===== src/rtl/difftest_trap_arbiter.sv =====
// Round-robin funnel of per-core trap/WFI snapshots onto one difftest trap-event sink.
// Optional idle watchdog: define DIFFTEST_TRAP_WATCHDOG_EN.
module difftest_trap_arbiter #(
    parameter int NUM_CORES      = 4,
    parameter int CORE_ID_BASE   = 0,
    parameter int TIMEOUT_CYCLES = 1000000
) (
    input  logic                   clock,
    input  logic                   reset,
    input  logic [NUM_CORES-1:0]   in_valid,
    output logic [NUM_CORES-1:0]   in_ready,
    input  logic [NUM_CORES-1:0]   in_hasTrap,
    input  logic [NUM_CORES-1:0]   in_hasWFI,
    input  logic [64*NUM_CORES-1:0] in_cycleCnt,
    input  logic [64*NUM_CORES-1:0] in_instrCnt,
    input  logic [32*NUM_CORES-1:0] in_code,
    input  logic [64*NUM_CORES-1:0] in_pc,
    output logic                   out_enable,
    output logic                   out_hasTrap,
    output logic                   out_hasWFI,
    output logic [63:0]            out_cycleCnt,
    output logic [63:0]            out_instrCnt,
    output logic [31:0]            out_code,
    output logic [63:0]            out_pc,
    output logic [7:0]             out_coreid,
    output logic                   trap_seen,
    output logic [7:0]             trap_coreid,
    output logic                   timeout
);

    localparam int IDX_W = (NUM_CORES > 1) ? $clog2(NUM_CORES) : 1;

    if (NUM_CORES < 1 || NUM_CORES > 8 || TIMEOUT_CYCLES < 1) begin : g_bad_param
        $error("difftest_trap_arbiter: NUM_CORES must be 1..8 and TIMEOUT_CYCLES >= 1");
    end

    typedef struct packed {
        logic        has_trap;
        logic        has_wfi;
        logic [63:0] cycle_cnt;
        logic [63:0] instr_cnt;
        logic [31:0] code;
        logic [63:0] pc;
    } event_t;

    function automatic logic [IDX_W-1:0] wrap_idx(input int base, input int step);
        return IDX_W'((base + step) % NUM_CORES);
    endfunction

    event_t               in_ev [NUM_CORES];
    event_t               slot_p0 [NUM_CORES];
    logic [NUM_CORES-1:0] vld_p0;
    logic [NUM_CORES-1:0] grant;
    logic [NUM_CORES-1:0] accept;
    logic [IDX_W-1:0]     rr_ptr;
    logic [IDX_W-1:0]     grant_idx;
    logic                 grant_any;
    event_t               out_ev_p1;
    logic [7:0]           coreid_p1;
    logic                 vld_p1;

    always_comb begin
        for (int i = 0; i < NUM_CORES; i++) begin
            in_ev[i].has_trap  = in_hasTrap[i];
            in_ev[i].has_wfi   = in_hasWFI[i];
            in_ev[i].cycle_cnt = in_cycleCnt[64*i +: 64];
            in_ev[i].instr_cnt = in_instrCnt[64*i +: 64];
            in_ev[i].code      = in_code[32*i +: 32];
            in_ev[i].pc        = in_pc[64*i +: 64];
        end
    end

    // First full slot at or after the round-robin pointer wins.
    always_comb begin
        grant     = '0;
        grant_idx = '0;
        grant_any = 1'b0;
        for (int k = 0; k < NUM_CORES; k++) begin
            if (!grant_any && vld_p0[wrap_idx(int'(rr_ptr), k)]) begin
                grant_any = 1'b1;
                grant_idx = wrap_idx(int'(rr_ptr), k);
            end
        end
        if (grant_any) grant[grant_idx] = 1'b1;
    end

    // A granted slot empties this cycle, so it can refill in the same edge.
    assign in_ready = ~vld_p0 | grant;
    assign accept   = in_valid & in_ready;

    // ---- stage p0: per-core holding slots ----
    always_ff @(posedge clock) begin
        if (reset) begin
            vld_p0 <= '0;
        end else begin
            vld_p0 <= accept | (vld_p0 & ~grant);
        end
    end

    always_ff @(posedge clock) begin
        for (int i = 0; i < NUM_CORES; i++) begin
            if (accept[i]) slot_p0[i] <= in_ev[i];
        end
    end

    // ---- stage p1: registered output bundle and trap bookkeeping ----
    always_ff @(posedge clock) begin
        if (reset) begin
            vld_p1      <= 1'b0;
            out_ev_p1   <= '0;
            coreid_p1   <= '0;
            rr_ptr      <= '0;
            trap_seen   <= 1'b0;
            trap_coreid <= '0;
        end else begin
            vld_p1 <= grant_any;
            if (grant_any) begin
                out_ev_p1 <= slot_p0[grant_idx];
                coreid_p1 <= 8'(CORE_ID_BASE + int'(grant_idx));
                rr_ptr    <= wrap_idx(int'(grant_idx), 1);
            end
            if (vld_p1 && out_ev_p1.has_trap && !trap_seen) begin
                trap_seen   <= 1'b1;
                trap_coreid <= coreid_p1;
            end
        end
    end

    assign out_enable   = vld_p1;
    assign out_hasTrap  = out_ev_p1.has_trap;
    assign out_hasWFI   = out_ev_p1.has_wfi;
    assign out_cycleCnt = out_ev_p1.cycle_cnt;
    assign out_instrCnt = out_ev_p1.instr_cnt;
    assign out_code     = out_ev_p1.code;
    assign out_pc       = out_ev_p1.pc;
    assign out_coreid   = coreid_p1;

`ifdef DIFFTEST_TRAP_WATCHDOG_EN
    logic [31:0] idle_cnt;
    logic        timeout_r;

    always_ff @(posedge clock) begin
        if (reset) begin
            idle_cnt  <= '0;
            timeout_r <= 1'b0;
        end else begin
            if (vld_p1) begin
                idle_cnt <= '0;
            end else if (idle_cnt != 32'(TIMEOUT_CYCLES)) begin
                idle_cnt <= idle_cnt + 32'd1;
            end
            if (idle_cnt == 32'(TIMEOUT_CYCLES)) timeout_r <= 1'b1;
        end
    end

    assign timeout = timeout_r;
`else
    assign timeout = 1'b0;
`endif

endmodule


===== config.mk =====
export PLATFORM = sky130hd
export DESIGN_NAME = difftest_trap_arbiter
export DESIGN_NICKNAME = d
export VERILOG_FILES = /design/src/rtl/difftest_trap_arbiter.sv
export SDC_FILE = /design/constraint.sdc
export NUM_CORES = 1
export LEC_CHECK = 0
export CAP_MARGIN = 20
export CORE_AREA = 2 2 449 451
export CTS_CLUSTER_DIAMETER = 30
export DETAILED_ROUTE_END_ITERATION = 7
export DIE_AREA = 0 0 451 453
export RECOVER_POWER = 25
export SLEW_MARGIN = 20
export SYNTH_ARGS = -nofsm -noshare
export SYNTH_HDL_FRONTEND = slang
export SYNTH_SLANG_ARGS = --single-unit
export TNS_END_PERCENT = 100

===== constraint.sdc =====
create_clock -name clock -period 8.35 [get_ports clock]
set_input_delay 2.505 -clock clock [delete_from_list [all_inputs] [get_ports clock]]
set_output_delay 2.505 -clock clock [all_outputs]
set_load 0.05 [all_outputs]

## After elaboration in Yosys (flattened, before gate mapping)

Memories as Yosys holds them, arrays and structs flattened. A register that Yosys moved wholly into a read port is not among the register bits.
Index checks and enable logic that the tools add are counted.

| storage, ports and cells | value |
|---|---|
| flip-flop bits (word level) | 12 |
| bits in latches | 0 |
| bits in writable memories | 904 |
| memory bits (read-only) | 0 |
| memories kept | 1 |

| cells by class | value |
|---|---|
| $add $sub $neg | 4 |
| $mul | 0 |
| div/mod/pow operators | 0 |
| order comparisons | 6 |
| eq/ne operators | 0 |
| shift-type cells | 0 |
| multiplexer cells | 27 |
| bitwise logic cells | 6 |
| reductions and logical operators | 10 |

Memories:

| memory | words | width | rd ports | clocked after Yosys merged registers in | wr ports | line | text |
|---|---|---|---|---|---|---|---|
| slot_p0 | 4 | 226 | 1 | 1 | 4 | 51 | `event_t slot_p0 [NUM_CORES];` |

Operators with widths:

| kind | count |
|---|---|
| $mux 1 | 17 |
| $lt 2x3->1 const B | 5 |
| $and 4x4->4 | 2 |
| $bmux 1 s2 | 4 |
| $mux 2 | 4 |
| $not 4->4 | 2 |
| $or 4x4->4 | 2 |
| $logic_and 1x1->1 | 6 |
| $add 2x1->2 const B | 2 |
| $add 2x2->2 const B | 2 |
| $logic_not 1->1 | 4 |
| $mux 4 | 1 |
| $demux 1 s2 | 1 |
| $ge 2x1->1 const B | 1 |

## Longest topological paths before layout

| logic depth | value |
|---|---|
| depth after elaboration | 21 |
| gate-level depth with buffers | 9 |
| gate-level depth less buffers | 5 |

## Worst setup path after synthesis

No wires, ideal clock.

| timing path | value |
|---|---|
| kind | flip-flop to flip-flop |
| start | register vld_p0[1] |
| end | memory slot_p0[0][0] in the netlist's numbering, enable pin |
| setup time | 612 ps |
| data arrival time | 7,705 ps |
| data required time | 7,738 ps |
| slack | 34 ps |
| stages on the path, launching flop included | 8 |
| buffers on the path | 2 |
| period minus slack after synthesis | 8,316 ps |
| cell sequence | dfxtp_1 nand2b_1 a21oi_1 o32a_1 clkbuf_1 buf_2 o21ai_0 and2_1 |

RTL lines:

| element | line | text |
|---|---|---|
| start: declaration | 52 | `logic [NUM_CORES-1:0] vld_p0;` |
| start signal: assignment | 96 | `vld_p0 <= accept \| (vld_p0 & ~grant);` |
| end: declaration | 51 |  |

## Final worst setup path

| timing path | value |
|---|---|
| start | register vld_p0[1] |
| end | output port in_ready[3] |

| on the way | value |
|---|---|
| word-level cells in the longest chain between the ends | 18 |

Ends and longest elaborated chain:

| element | line | text |
|---|---|---|
| $bmux 1 s2 | 79 | `if (!grant_any && vld_p0[wrap_idx(int'(rr_ptr), k)]) begin` |
| $mux 1 (not written as such) | 79 |  |
| $mux 1 | 79 |  |
| $logic_not 1->1 | 79 |  |
| $logic_and 1x1->1 | 79 |  |
| $mux 1 | 79 |  |
| $logic_not 1->1 | 79 |  |
| $logic_and 1x1->1 | 79 |  |
| [... 2 more ...] | -- |  |
| $logic_and 1x1->1 | 79 |  |
| $mux 2 | 79 |  |
| $lt 2x3->1 (not written as such) / $ge 2x1->1 (equally long branches) | 84 | `if (grant_any) grant[grant_idx] = 1'b1;` |
| $logic_and 1x1->1 (not written as such) | 84 |  |
| $mux 1 (not written as such) | 84 |  |
| $demux 1 s2 | 84 |  |
| $mux 4 * | 84 |  |
| $or 4x4->4 * | 88 | `assign in_ready = ~vld_p0 \| grant;` |
| end: declaration | 11 | `output logic [NUM_CORES-1:0] in_ready,` |

Mark *: on every way between the ends. The rest lies on a longest branch, timed or not. The select of a mux whose other input is x is not followed.

==> impl_metrics.json <==
{
  "finalSetupViolCount": 0,
  "layout_worst_path_cycle_share_pct": 76.0,
  "use_met3_pct": 6.90,
  "clk_latency_ns": 0.91,
  "cts_setup_buffers": 0,
  "place_congestion": 0.914,
  "syn_inst": 2792,
  "finalHoldViolCount": 0,
  "floorplan.initialDensity_pct": 21.5,
  "post-dp-hpwl_um": 133000,
  "worst_ep_arrival_time_ns": 3.84,
  "dieWidth_um": 451,
  "fillCellCount": 19200,
  "clockBufferDepth": 4,
  "busiest_layer": "met2",
  "grt_first_pass_wirelength_um": 263000,
  "finalClockSkew_ns": 0.0826,
  "clockRootBuffer": "clkbuf_16",
  "ios": 1159,
  "cts_tree": "done",
  "htreeDepth": 5,
  "cts_resized": 0,
  "slew_headroom_pct": -99.6,
  "viasPerCell": 4.64,
  "start_kind": "register",
  "slew_violations": 46,
  "avgSynthCellArea_sq_um": 15.4,
  "fin_nets": 4956,
  "p_clk_share_pct": 47.6,
  "synthToLayoutAreaGrowth_pct": 56.6,
  "status": "finished with violations",
  "use_met1_pct": 21.3,
  "synthArstFlopShare_pct": 0,
  "p_comb_share_pct": 21.1,
  "synth_seq_area_share_pct": 74.3,
  "grt_setup_unrepaired": "false",
  "route.detailed.drc": 0,
  "die_area_sq_mm": 0.204,
  "grt_max_degree": 128,
  "ys_warn_count": 0,
  "violations": "max-capacitance violations, max-slew violations",
  "switchingPower_mw": 7.24,
  "endpoint_kind": "output pin",
  "syn_area_sq_mm": 0.0429,
  "fp.coreArea_sq_mm": 0.199,
  "period_minus_slack_ns": 6.35,
  "seq_power_share_pct": 31.3,
  "critical_path_required_ns": 5.85,
  "fin_hold_ws_ns": 0.478,
  "port-buffer-count": 1145,
  "vdd.ir_drop.worst_mv": 0.193,
  "synth_flop_cell": "edfxtp_1",
  "die_y_um": 453,
  "cap_violations": 1,
  "p_leak_nw": 24.4,
  "yosysUniqueCellTypes": 29,
  "internal-power_mw": 16.6,
  "rows": 164,
  "use_met2_pct": 29.3,
  "antenna_found_initial": 144,
  "via_count": 32500,
  "ant_nets": 0,
  "routedWlPerCell_um": 28.0,
  "ctsHoldBuffers": 0,
  "hold_class": "register to register",
  "worstSetupPathType": "register to output pin",
  "powerDensity_mw_per_mm2": 354,
  "grt_pass1_vias": 32400,
  "p_sw_share_pct": 30.4,
  "worstPathMaxFanout": 127,
  "dr.first_iter.drc_count": 3261,
  "tns_ns": 0,
  "synth_edf_count": 904,
  "gr-total-overflow": 0,
  "track_usage_pct": 18.3,
  "fmax_ghz": 0.157,
  "drive_gt1_share_pct": 12.0,
  "drt_wl_total_um": 196000,
  "tightest_slew_ns": 2.99,
  "clock_sinks": 1142,
  "cts_inserted_buffers": 291,
  "path_clk_slew_ns": 0.04,
  "first_pass_iters": 6,
  "ys_seq_elements": 1142
}
==> routing by layer <==
| metal | up-vias | wire length, um |
|---|---|---|
| met5 | - | 80 |
| met4 | 12 | 9540 |
| met3 | 550 | 20200 |
| met2 | 2023 | 93800 |
| met1 | 16200 | 72800 |
| li1 | 13800 | - |
==> cell usage in the layout, fill, tap and decap left out, types with 2 or more instances in the layout <==
cell / instances
mux2i_1: 227
inv_6: 12
conb_1: 13
nor3_1: 2
a21oi_1: 9
nor2b_1: 3
clkbuf_8: 22
dfxtp_1: 238
clkinv_2: 43
o22ai_1: 226
buf_12: 12
a221oi_1: 226
clkdlybuf4s50_1: 577
clkbuf_16: 292
clkbuf_1: 47
o21ai_0: 5
nor2_1: 232
dlygate4sd3_1: 567
clkinv_8: 2
or3_1: 226
clkinv_1: 12
inv_1: 4
inv_16: 2
nand2_1: 3
clkinvlp_4: 29
diode_2: 87
buf_4: 33
and2_4: 4
clkinv_4: 8
nor3b_1: 226
edfxtp_1: 904
bufinv_16: 43
==> sequential cells by signal (all words and copies together), names as in the netlist <==
register	cells
out_cycleCnt	64
out_instrCnt	64
out_pc	64
slot_p0	904
out_hasTrap	1
out_hasWFI	1
out_enable	1
rr_ptr	2
trap_coreid	2
out_coreid	2
vld_p0	4
out_code	32
trap_seen	1
==> synth_stat cells (all sizes together) (2+ instances only) <==
master / instances / share of area [%]
inv: 4 / 0.035
nor2: 234 / 2.1
edfxtp: 904 / 63
nor2b: 3 / 0.044
o21ai: 5 / 0.058
mux2i: 228 / 5.3
a21oi: 9 / 0.10
nand2: 3 / 0.026
a221oi: 226 / 4.6
and2: 4 / 0.058
or3: 227 / 3.3
clkbuf: 131 / 1.1
nor3: 3 / 0.047
or2: 2 / 0.029
dfxtp: 238 / 11
o22ai: 226 / 3.3
nor3b: 227 / 4.0
nand2b: 2 / 0.029
buf: 110 / 1.4
==> power by group through the flow <==
stage	registers [mW]	logic (mW)	clock network, mW
4_1_cts	7.44	5.12	11.5
6_report	7.46	5.02	11.3
5_1_grt	7.51	5.28	11.8
3_3_place_gp	7.51	5.06	0
2_1_floorplan	8.49	1.81	0
3_5_place_dp	7.52	5.10	0
==> area by class of cell <==
class | count | area, sq um | area share (%)
flip-flops and latches | 1142 | 31900 | 47.5
repair buffers | 1190 | 11900 | 17.8
multi-input cells | 1417 | 10000 | 14.9
clock buffers | 360 | 7780 | 11.6
well taps | 2656 | 3320 | 4.94
clock inverters | 152 | 2050 | 3.04
diodes | 87 | 218 | 0.324
inverters | 4 | 15.0 | 0.0223
==> final timing paths <==
kind,start,end,slack [ns],cells past startpoint
max reg2reg,vld_p0[2],out_cycleCnt[51],3.76,9
max,vld_p0[1],in_ready[3],2.00,6
min reg2reg,out_coreid[0],out_coreid[0],0.48,2
min,out_coreid[0],out_coreid[0],0.48,2
==> critical path, stage by stage (launching register included) <==
cell	delay, ns
dfxtp_1	0.40
nand2b_1	0.15
nor3b_2	0.25
buf_12	0.55
nor2_4	0.33
o21ai_0	0.39
clkdlybuf4s50_1	0.88
==> logic make-up after synthesis <==
logic type / Yosys count / synth area share, %
xor gates and xnor gates: 1 / 0.0204
and+or+nand+nor: 706 / 9.61
other: 1 / 0.00874
AOI/OAI and AO/OA: 469 / 8.13
muxes: 228 / 5.32
buffers and inverters: 245 / 2.58
DFF: 1142 / 74.3
==> per-stage QoR <==
step	std cells	setup WS, ns	power, mW	utilization (%)	cell area, sq um
CTS	6921	1.89	24.0	33.6	67000
global route	6999	1.79	24.6	33.7	67200
finish	7008	2.00	23.8	33.7	67200
detailed placement	6409	2.82	12.6	28.7	57200
floorplan	2804	0.0338	10.3	-	43000
global placement	6409	2.82	12.6	28.7	57200
Note: power is estimated with default switching activity, not from simulation.
